### config.mk
export PLATFORM = sky130hd
export DESIGN_NAME = x_wave_player
export DESIGN_NICKNAME = d
export VERILOG_FILES = /design/src/rtl/x_wave_pkg.sv /design/src/rtl/x_rate_div.sv /design/src/rtl/x_wave_player.sv
export SDC_FILE = /design/constraint.sdc
export NUM_CORES = 1
export LEC_CHECK = 0
export BUFFER_PORTS_ARGS = -buffer_cell sky130_fd_sc_hd__buf_2
export CAP_MARGIN = 40
export CORE_UTILIZATION = 58
export DETAILED_ROUTE_END_ITERATION = 10
export PLACE_DENSITY_LB_ADDON = 0.1
export RECOVER_POWER = 50
export SLEW_MARGIN = 20
export SYNTH_ARGS = -nofsm -noshare
export SYNTH_HDL_FRONTEND = slang
export SYNTH_SLANG_ARGS = --single-unit
### constraint.sdc
create_clock -name i_clk -period 3.1 [get_ports i_clk]
set_clock_uncertainty 0.2 [all_clocks]
set_input_delay 0.31 -clock i_clk [delete_from_list [all_inputs] [get_ports i_clk]]
set_output_delay 0.31 -clock i_clk [all_outputs]
set_load 0.01 [all_outputs]
### src/rtl/x_wave_pkg.sv
// -----------------------------------------------------------------------------
// x_wave_pkg
// Shared definitions for the wave player: the sequencer state type and the
// smallest usable rate divider. The sequencer needs one cycle to issue a
// prefetch and one cycle to capture the data before the next update, so
// periods shorter than three cycles cannot be sustained.
// -----------------------------------------------------------------------------
package x_wave_pkg;

    typedef enum logic [1:0] {
        ST_IDLE  = 2'd0,
        ST_PRIME = 2'd1,
        ST_FILL  = 2'd2,
        ST_RUN   = 2'd3
    } wave_state_t;

    localparam int WAVE_DIV_MIN = 2;

endpackage

### src/rtl/x_rate_div.sv
// -----------------------------------------------------------------------------
// x_rate_div
// Loadable down-counter that paces sample updates.
//   clk, rst_n  : clock, asynchronous active-low reset
//   clear       : force the count to zero (wins over load)
//   load        : load load_val this cycle
//   load_val    : reload value (period - 1)
//   tc          : count is zero (terminal count)
//   load_cycle  : count was loaded on the previous edge, i.e. the first
//                 cycle of a new period
// -----------------------------------------------------------------------------
module x_rate_div #(
    parameter int DIVW = 16
) (
    input  logic            clk,
    input  logic            rst_n,
    input  logic            clear,
    input  logic            load,
    input  logic [DIVW-1:0] load_val,
    output logic            tc,
    output logic            load_cycle
);

    logic [DIVW-1:0] cnt;

    always_ff @(posedge clk or negedge rst_n) begin
        if (!rst_n) begin
            cnt        <= '0;
            load_cycle <= 1'b0;
        end else begin
            load_cycle <= load & ~clear;
            if (clear) begin
                cnt <= '0;
            end else if (load) begin
                cnt <= load_val;
            end else if (cnt != '0) begin
                cnt <= cnt - DIVW'(1);
            end
        end
    end

    assign tc = (cnt == '0);

endmodule

### src/rtl/x_wave_player.sv
// -----------------------------------------------------------------------------
// x_wave_player
// Multi-channel sample sequencer. Plays an address window of the sample
// memory at a programmable rate, one-shot or looping, and drives one binary
// code per channel towards the thermometer converters.
//   i_clk, i_nrst        : clock, asynchronous active-low reset
//   i_start / i_stop     : single-cycle control pulses (stop wins)
//   i_loop               : 1 = loop the window, 0 = play it once
//   i_start_addr/end_addr: inclusive window, may wrap past the top of memory
//   i_div                : sample period is i_div+1 cycles (minimum 3)
//   o_re, o_addr         : synchronous memory read port, data on i_rdata
//                          one cycle later
//   o_bin                : current codes, channel 0 in the low DW bits
//   o_sample_stb         : first cycle of each new o_bin value
//   o_busy, o_done       : playback active / one-shot completion pulse
// -----------------------------------------------------------------------------
module x_wave_player
    import x_wave_pkg::*;
#(
    parameter int DW   = 6,
    parameter int AW   = 11,
    parameter int CH   = 1,
    parameter int DIVW = 16
) (
    input  logic             i_clk,
    input  logic             i_nrst,
    input  logic             i_start,
    input  logic             i_stop,
    input  logic             i_loop,
    input  logic [AW-1:0]    i_start_addr,
    input  logic [AW-1:0]    i_end_addr,
    input  logic [DIVW-1:0]  i_div,
    output logic             o_re,
    output logic [AW-1:0]    o_addr,
    input  logic [CH*DW-1:0] i_rdata,
    output logic [CH*DW-1:0] o_bin,
    output logic             o_sample_stb,
    output logic             o_busy,
    output logic             o_done
);

    wave_state_t       state;
    logic [AW-1:0]     ptr;
    logic [AW-1:0]     start_r;
    logic [AW-1:0]     end_r;
    logic [DIVW-1:0]   div_r;
    logic              loop_r;
    logic              last;      // final window address has been issued
    logic              cap;       // i_rdata carries the prefetched word
    logic              hold_vld;
    logic [CH*DW-1:0]  hold;

    logic              cnt_clear;
    logic              cnt_load;
    logic              tc;
    logic              load_cycle;

    // Divider values below the minimum saturate to the minimum.
    function automatic logic [DIVW-1:0] clamp_div(input logic [DIVW-1:0] d);
        if (d < DIVW'(WAVE_DIV_MIN)) begin
            return DIVW'(WAVE_DIV_MIN);
        end
        return d;
    endfunction

    // Next pointer after issuing 'cur', with the last flag in the MSB.
    // The increment wraps modulo 2^AW so windows may cross the top of memory.
    function automatic logic [AW:0] advance(input logic [AW-1:0] cur,
                                            input logic [AW-1:0] last_a,
                                            input logic [AW-1:0] first_a,
                                            input logic          lp);
        logic [AW:0] r;
        r = {1'b0, cur + AW'(1)};
        if (cur == last_a) begin
            r = lp ? {1'b0, first_a} : {1'b1, cur};
        end
        return r;
    endfunction

    // Reload at FILL and at every update; the one-shot completion cycle
    // leaves the counter at zero for IDLE.
    always_comb begin
        cnt_clear = i_stop | i_start;
        cnt_load  = 1'b0;
        if (!cnt_clear) begin
            if (state == ST_FILL) begin
                cnt_load = 1'b1;
            end else if (state == ST_RUN && tc && (hold_vld || !last)) begin
                cnt_load = 1'b1;
            end
        end
    end

    x_rate_div #(
        .DIVW(DIVW)
    ) u_rate_div (
        .clk        (i_clk),
        .rst_n      (i_nrst),
        .clear      (cnt_clear),
        .load       (cnt_load),
        .load_val   (div_r),
        .tc         (tc),
        .load_cycle (load_cycle)
    );

    always_ff @(posedge i_clk or negedge i_nrst) begin
        if (!i_nrst) begin
            state        <= ST_IDLE;
            ptr          <= '0;
            start_r      <= '0;
            end_r        <= '0;
            div_r        <= DIVW'(WAVE_DIV_MIN);
            loop_r       <= 1'b0;
            last         <= 1'b0;
            cap          <= 1'b0;
            hold_vld     <= 1'b0;
            o_re         <= 1'b0;
            o_addr       <= '0;
            o_bin        <= '0;
            o_sample_stb <= 1'b0;
            o_busy       <= 1'b0;
            o_done       <= 1'b0;
        end else begin
            o_re         <= 1'b0;
            o_sample_stb <= 1'b0;
            o_done       <= 1'b0;
            // The read issued in the first cycle of a period returns now.
            cap          <= o_re & load_cycle & (state == ST_RUN);

            if (i_stop) begin
                // Abort: drop any in-flight read, keep o_bin as it is.
                state    <= ST_IDLE;
                o_busy   <= 1'b0;
                last     <= 1'b0;
                cap      <= 1'b0;
                hold_vld <= 1'b0;
            end else if (i_start) begin
                // (Re)start: the first read goes out directly from here.
                start_r     <= i_start_addr;
                end_r       <= i_end_addr;
                div_r       <= clamp_div(i_div);
                loop_r      <= i_loop;
                state       <= ST_PRIME;
                o_busy      <= 1'b1;
                o_re        <= 1'b1;
                o_addr      <= i_start_addr;
                {last, ptr} <= advance(i_start_addr, i_end_addr, i_start_addr, i_loop);
                cap         <= 1'b0;
                hold_vld    <= 1'b0;
            end else begin
                unique case (state)
                    ST_IDLE: begin
                        state <= ST_IDLE;
                    end
                    ST_PRIME: begin
                        state <= ST_FILL;
                    end
                    ST_FILL: begin
                        o_bin        <= i_rdata;
                        o_sample_stb <= 1'b1;
                        state        <= ST_RUN;
                        if (!last) begin
                            o_re        <= 1'b1;
                            o_addr      <= ptr;
                            {last, ptr} <= advance(ptr, end_r, start_r, loop_r);
                        end
                    end
                    ST_RUN: begin
                        if (cap) begin
                            hold_vld <= 1'b1;
                        end
                        if (tc) begin
                            if (hold_vld) begin
                                o_bin        <= hold;
                                o_sample_stb <= 1'b1;
                                hold_vld     <= 1'b0;
                                if (!last) begin
                                    o_re        <= 1'b1;
                                    o_addr      <= ptr;
                                    {last, ptr} <= advance(ptr, end_r, start_r, loop_r);
                                end
                            end else if (last) begin
                                // Final sample has had its full period.
                                state  <= ST_IDLE;
                                o_busy <= 1'b0;
                                o_done <= 1'b1;
                                last   <= 1'b0;
                            end
                        end
                    end
                    default: begin
                        state <= ST_IDLE;
                    end
                endcase
            end
        end
    end

    // Prefetch holding register; qualified by hold_vld, so no reset needed.
    always_ff @(posedge i_clk) begin
        if (cap) begin
            hold <= i_rdata;
        end
    end

endmodule

### Word level (Yosys, flattened, before mapping)

Cells that the tools add are included.

* logic and storage cells: 133
* output and inout bits: 21
* register bits: 99
* input port bits: 49

* magnitude comparators: 1
* reduce and logical (&&, ||, !) cells: 20
* $add $sub $neg: 3
* equality and inequality tests: 13
* bitwise logic cells: 7
* muxes and demuxes: 71

Operators with widths (number)
* 11-bit 2-to-1 mux: 8
* 16-bit 2-to-1 mux: 5
* 12-bit 2-to-1 mux: 4
* 11-bit one-hot mux with 2 select lines: 2
* 1-bit 2-to-1 mux: 40
* 11-bit by 1-bit adder with 11-bit output, second input constant: 2
* 11-bit == test: 2
* 16-bit zero test: 1
* 16-bit by 2-bit < comparator with 1-bit output, second input constant: 1
* 16-bit nonzero test: 1
* 16-bit by 1-bit subtractor with 16-bit output, second input constant: 1
* 3-bit nonzero test: 5
* 6-bit 2-to-1 mux: 2
* 4-bit != test, second input constant: 3
* 6-bit one-hot mux with 2 select lines: 1
* 2-bit 2-to-1 mux: 5
* 3-bit != test, second input constant: 3
* 2-bit one-hot mux with 4 select lines: 1
* 4-bit AND reduction: 2
* 1-bit one-hot mux with 2 select lines: 3
* 5-bit AND reduction: 1
* 2-bit == test, second input constant: 2
* 2-bit != test, second input constant: 2
* 2-bit AND reduction: 2
* 11 further kinds: 16

### Depth between registers and ports, before layout

* depth after elaboration: 8
* mapped depth: 10
* depth with buffers taken out: 8

### Modules after synthesis

A second synthesis with hierarchy kept.

* cells, all modules: 571
* area, all modules: 5301.3 um2

Modules (own cells, without submodules)
* x_wave_player: instances 1, area an instance 4264.1 um2, cells each 463
* x_rate_div: instances 1, area an instance 1037.2 um2, cells each 108

### Worst setup path after synthesis

Ideal clock, no wire load.

* path type: register to register
* from: register u_rate_div.cnt[4]
* to: register ptr[2]
* setup slack: 0.698 ns
* data required time: 2.758 ns
* path buffers: 1
* cell stages (with the launch flop): 8
* clock period less this slack: 2.402 ns
* arrival: 2.061 ns
* cell sequence: dfrtp_1 or4_4 nor3b_2 and4_1 o32ai_1 buf_2 a2111oi_2 a221oi_1

* word-level cells in the longest chain between the ends: 3

Ends and longest elaborated chain
* from (decl): line x_rate_div.sv:24 `logic [DIVW-1:0] cnt;`
* from (signal assigned): line x_rate_div.sv:35 `cnt <= load_val;`
* from (signal assigned): line x_rate_div.sv:37 `cnt <= cnt - DIVW'(1);`
* 16-bit zero test: line x_rate_div.sv:42 `assign tc = (cnt == '0);`
* 3-bit != test (no line)
* 4-bit AND reduction (no line)
* to (signal assigned): line x_wave_player.sv:147 `{last, ptr} <= advance(i_start_addr, i_end_addr, i_start_addr, i_loop);`
* to (signal assigned): line x_wave_player.sv:165 `{last, ptr} <= advance(ptr, end_r, start_r, loop_r);`
* to (signal assigned): line x_wave_player.sv:180 `{last, ptr} <= advance(ptr, end_r, start_r, loop_r);`
* to (decl): line x_wave_player.sv:43 `logic [AW-1:0] ptr;`

Every way passes these cells.
A chain may end at the register's enable or synchronous reset.

### Worst setup path in the final report

* from: register u_rate_div.cnt[0]
* to: register u_rate_div.cnt[11]

* word-level cells in the longest chain between the ends: 8
* elaborated cells on any way between the ends: 12
* those cells by class: add/sub (1); mux (6); reduce/logical (5)

Ends and longest elaborated chain
* parallel branches: the longest is 8 deep, another holds 16-bit by 1-bit subtractor with 16-bit output

Several ways; the timed one is not identified. The select of a mux whose other input is x is not followed.

==> impl_metrics.json <==
{
  "rsz0062_at_grt": "false",
  "yosysMostFrequentCell": "nand2_1",
  "drc_errors": 0,
  "path_buf_inv": 1,
  "cp_max_fo": 25,
  "critical-path-top-delay-family": "simple AND/OR/NAND/NOR gates",
  "startpoint_type": "flop",
  "crit_end": "u_rate_div.cnt[11]$_DFFE_PN0P_",
  "setup_viol": 0,
  "coreArea_sq_um": 8680,
  "fillers": 708,
  "worst-path-stages": 8,
  "synth_async_sr_flop_share": 0.939,
  "portBuffers": 69,
  "required_ns": 3.18,
  "synth-edff-count": 6,
  "setup.worst_path.start": "u_rate_div.cnt[0]$_DFFE_PN0P_",
  "drtAntennaViolNets": 0,
  "grt_most_used_layer": "met2",
  "fin_nets": 708,
  "place_inst": 716,
  "cts_buffers": 9,
  "syn_nets": 621,
  "timing.rr.end": "u_rate_div.cnt[11]$_DFFE_PN0P_",
  "io_pins": 70,
  "first_global_vias": 4070,
  "netlist_area_sq_um": 5180,
  "yosysWarnings": 0,
  "clkSinkCount": 99,
  "rows": 34,
  "worstMarginPinSlew_ns": 1.14,
  "slew_headroom": 0.239,
  "yosysTopAreaCell": "dfrtp_1",
  "cts-root-buf": "clkbuf_8",
  "worstPathCellList": "inv_1 > ha_1 > nor2b_1 > and4_1 > a31oi_2 > or2_1 > nor2_1 > a211oi_1",
  "vdd_ir_drop_max_uv": 363,
  "yosysUniqueCellTypes": 51,
  "p_per_area_nw_per_um2": 625,
  "synth_common_cells": "nand2_1 (148), dfrtp_1 (92), nor2_1 (47)",
  "via_per_inst": 5.67,
  "h-tree-depth": 3,
  "routed_wl_um": 12500,
  "clock_path_buffers": 2,
  "n_antenna_cell": 0,
  "globalRouteMet1Util": 0.409,
  "initial_core_util": 0.597,
  "max_freq_mhz": 358,
  "dr.pass1.iters": 5,
  "ys.flop_type": "dfrtp_1",
  "path_class": "reg -> reg",
  "fin_crit_ns": 2.80,
  "synth.yosys.seq_area_share": 0.484,
  "grt_pass1_wl_um": 19700,
  "path_clk_slew_ns": 0.10,
  "syn-mean-instance-area_sq_um": 9.16,
  "timing.rr.start": "u_rate_div.cnt[0]$_DFFE_PN0P_",
  "die_h_um": 96.5,
  "hpwl_um": 8490,
  "post_cts_buffers": 0,
  "netlist.area_leader.share": 0.444,
  "min_path_type": "in -> reg",
  "hold_slack_ns": 0.00461,
  "synth_cells": 566,
  "vias": 4344,
  "area_growth_pct": 17.9,
  "grt_use_met3": 0.0524,
  "worstPathArrival_ns": 2.87,
  "netlist_top_cells_area": "dfrtp_1 (44%), nand2_1 (11%), xnor2_1 (5.1%), xor2_1 (4.2%), mux2i_1 (3.7%)",
  "antenna_found_initial": 0,
  "hold_violations": 0,
  "place.gp.congestion": 0.912,
  "finalSetupTns_ns": 0,
  "grt_use_met2": 0.428,
  "wire_per_inst_um": 16.3,
  "r2r_cells": 8,
  "regToRegSetupSlack_ns": 0.30,
  "final_cells": 766,
  "end_kind": "flop",
  "fin_area_sq_um": 6110,
  "ctsResizeCount": 0,
  "drtIter0Drc": 310,
  "synth_seq_cells": 99,
  "grt-ovfl-total": 0,
  "clock_latency_ns": 0.37,
  "fin_crit_sh": 0.902,
  "place_area_sq_um": 5610,
  "grt_start_max_net_pins": 50,
  "die_area_sq_um": 9320,
  "fin_total_pwr_mw": 3.82,
  "tritoncts": "done",
  "run_status": "complete, no violations",
  "critPathSlowestCell": "or2_1",
  "p_leak_nw": 2.82,
  "die_w_um": 96.5,
  "cap_violations": 0,
  "slowest_delay_ns": 0.68,
  "drv_slew": 0,
  "grt_usage": 0.280,
  "drive_above_1_share": 0.126,
  "hold_buffers": 34
}
-- how the worst min path moves through the flow --
stage | start | to | slack (ns) | cells past startpoint
2_1_floorplan | i_nrst | cap$_DFF_PN0_ | -0.19 | 0
6_report | i_stop | state[0]$_DFFE_PN0P_ | 0.005 | 2
4_1_cts | i_stop | o_busy$_DFFE_PN0P_ | 0.002 | 2
3_5_place_dp | i_nrst | cap$_DFF_PN0_ | 0.15 | 1
5_1_grt | i_stop | state[0]$_DFFE_PN0P_ | 0.006 | 2
3_3_place_gp | i_nrst | o_bin[4]$_DFFE_PN0P_ | 0.15 | 1
-- layout make-up --
type,instances,area (sq um),area share
clock buffers,14,205,0.0336
clock inverters,2,13.8,0.00225
inverters,10,37.5,0.00614
multi-input cells,421,2500,0.409
flip-flops and latches,99,2510,0.410
well taps,108,135,0.0221
repair buffers,112,713,0.117
-- stage by stage --
| stage | utilization | setup WS [ns] |
|---|---|---|
| final | 0.704 | 0.305 |
| after detailed placement | 0.646 | 0.333 |
| after global routing | 0.704 | 0.0633 |
| after floorplan | - | 0.698 |
| after global placement | 0.645 | 0.464 |
| after CTS | 0.711 | 0.300 |
-- power by group --
part           switching (mW)  total [mW]  internal (mW)
Combinational           0.690        1.22          0.530
Clock                   0.451       0.886          0.435
Sequential              0.204        1.71           1.51
Total                    1.34        3.82           2.48
-- cells in the final DEF, fill, tap and decap left out, drive strengths merged, types with 7 or more instances in the layout --
cell | synthesis | routed
a211oi | 14 | 14
a21oi | 20 | 20
a221o | 7 | 7
buf | 11 | 49
clkbuf | 25 | 43
dfrtp | 92 | 92
dlygate4sd3 | 0 | 34
inv | 10 | 10
mux2i | 19 | 19
nand2 | 148 | 148
nand3 | 10 | 10
nor2 | 47 | 47
nor3 | 16 | 16
nor4 | 12 | 12
o21ai | 16 | 16
xnor2 | 30 | 30
xor2 | 25 | 25
-- cells by family after synthesis --
| kind of cell | after synthesis | share of synthesized area |
|---|---|---|
| AO/OA/AOI/OAI | 77 | 0.108 |
| XOR/XNOR | 55 | 0.0929 |
| adder cells (fa/ha/maj) | 6 | 0.0145 |
| buffers and inverters | 46 | 0.0367 |
| flip-flops | 99 | 0.484 |
| multiplexers | 22 | 0.0432 |
| AND/OR/NAND/NOR | 261 | 0.221 |
-- sequential cells by signal (all words and copies together), names as in the netlist --
register,cells
u_rate_div.cnt,16
o_sample_stb,1
o_done,1
o_addr,11
state,2
div_r,16
last,1
o_re,1
hold_vld,1
loop_r,1
ptr,11
cap,1
u_rate_div.load_cycle,1
start_r,11
o_busy,1
hold,6
end_r,11
o_bin,6
-- metal layers --
layer / wire [um] / vias to the layer above
li1: - / 2092
met1: 5780 / 2088
met2: 5630 / 149
met3: 923 / 15
met4: 141 / 0
met5: 0 / -
Power figures use the tool's default switching activity.
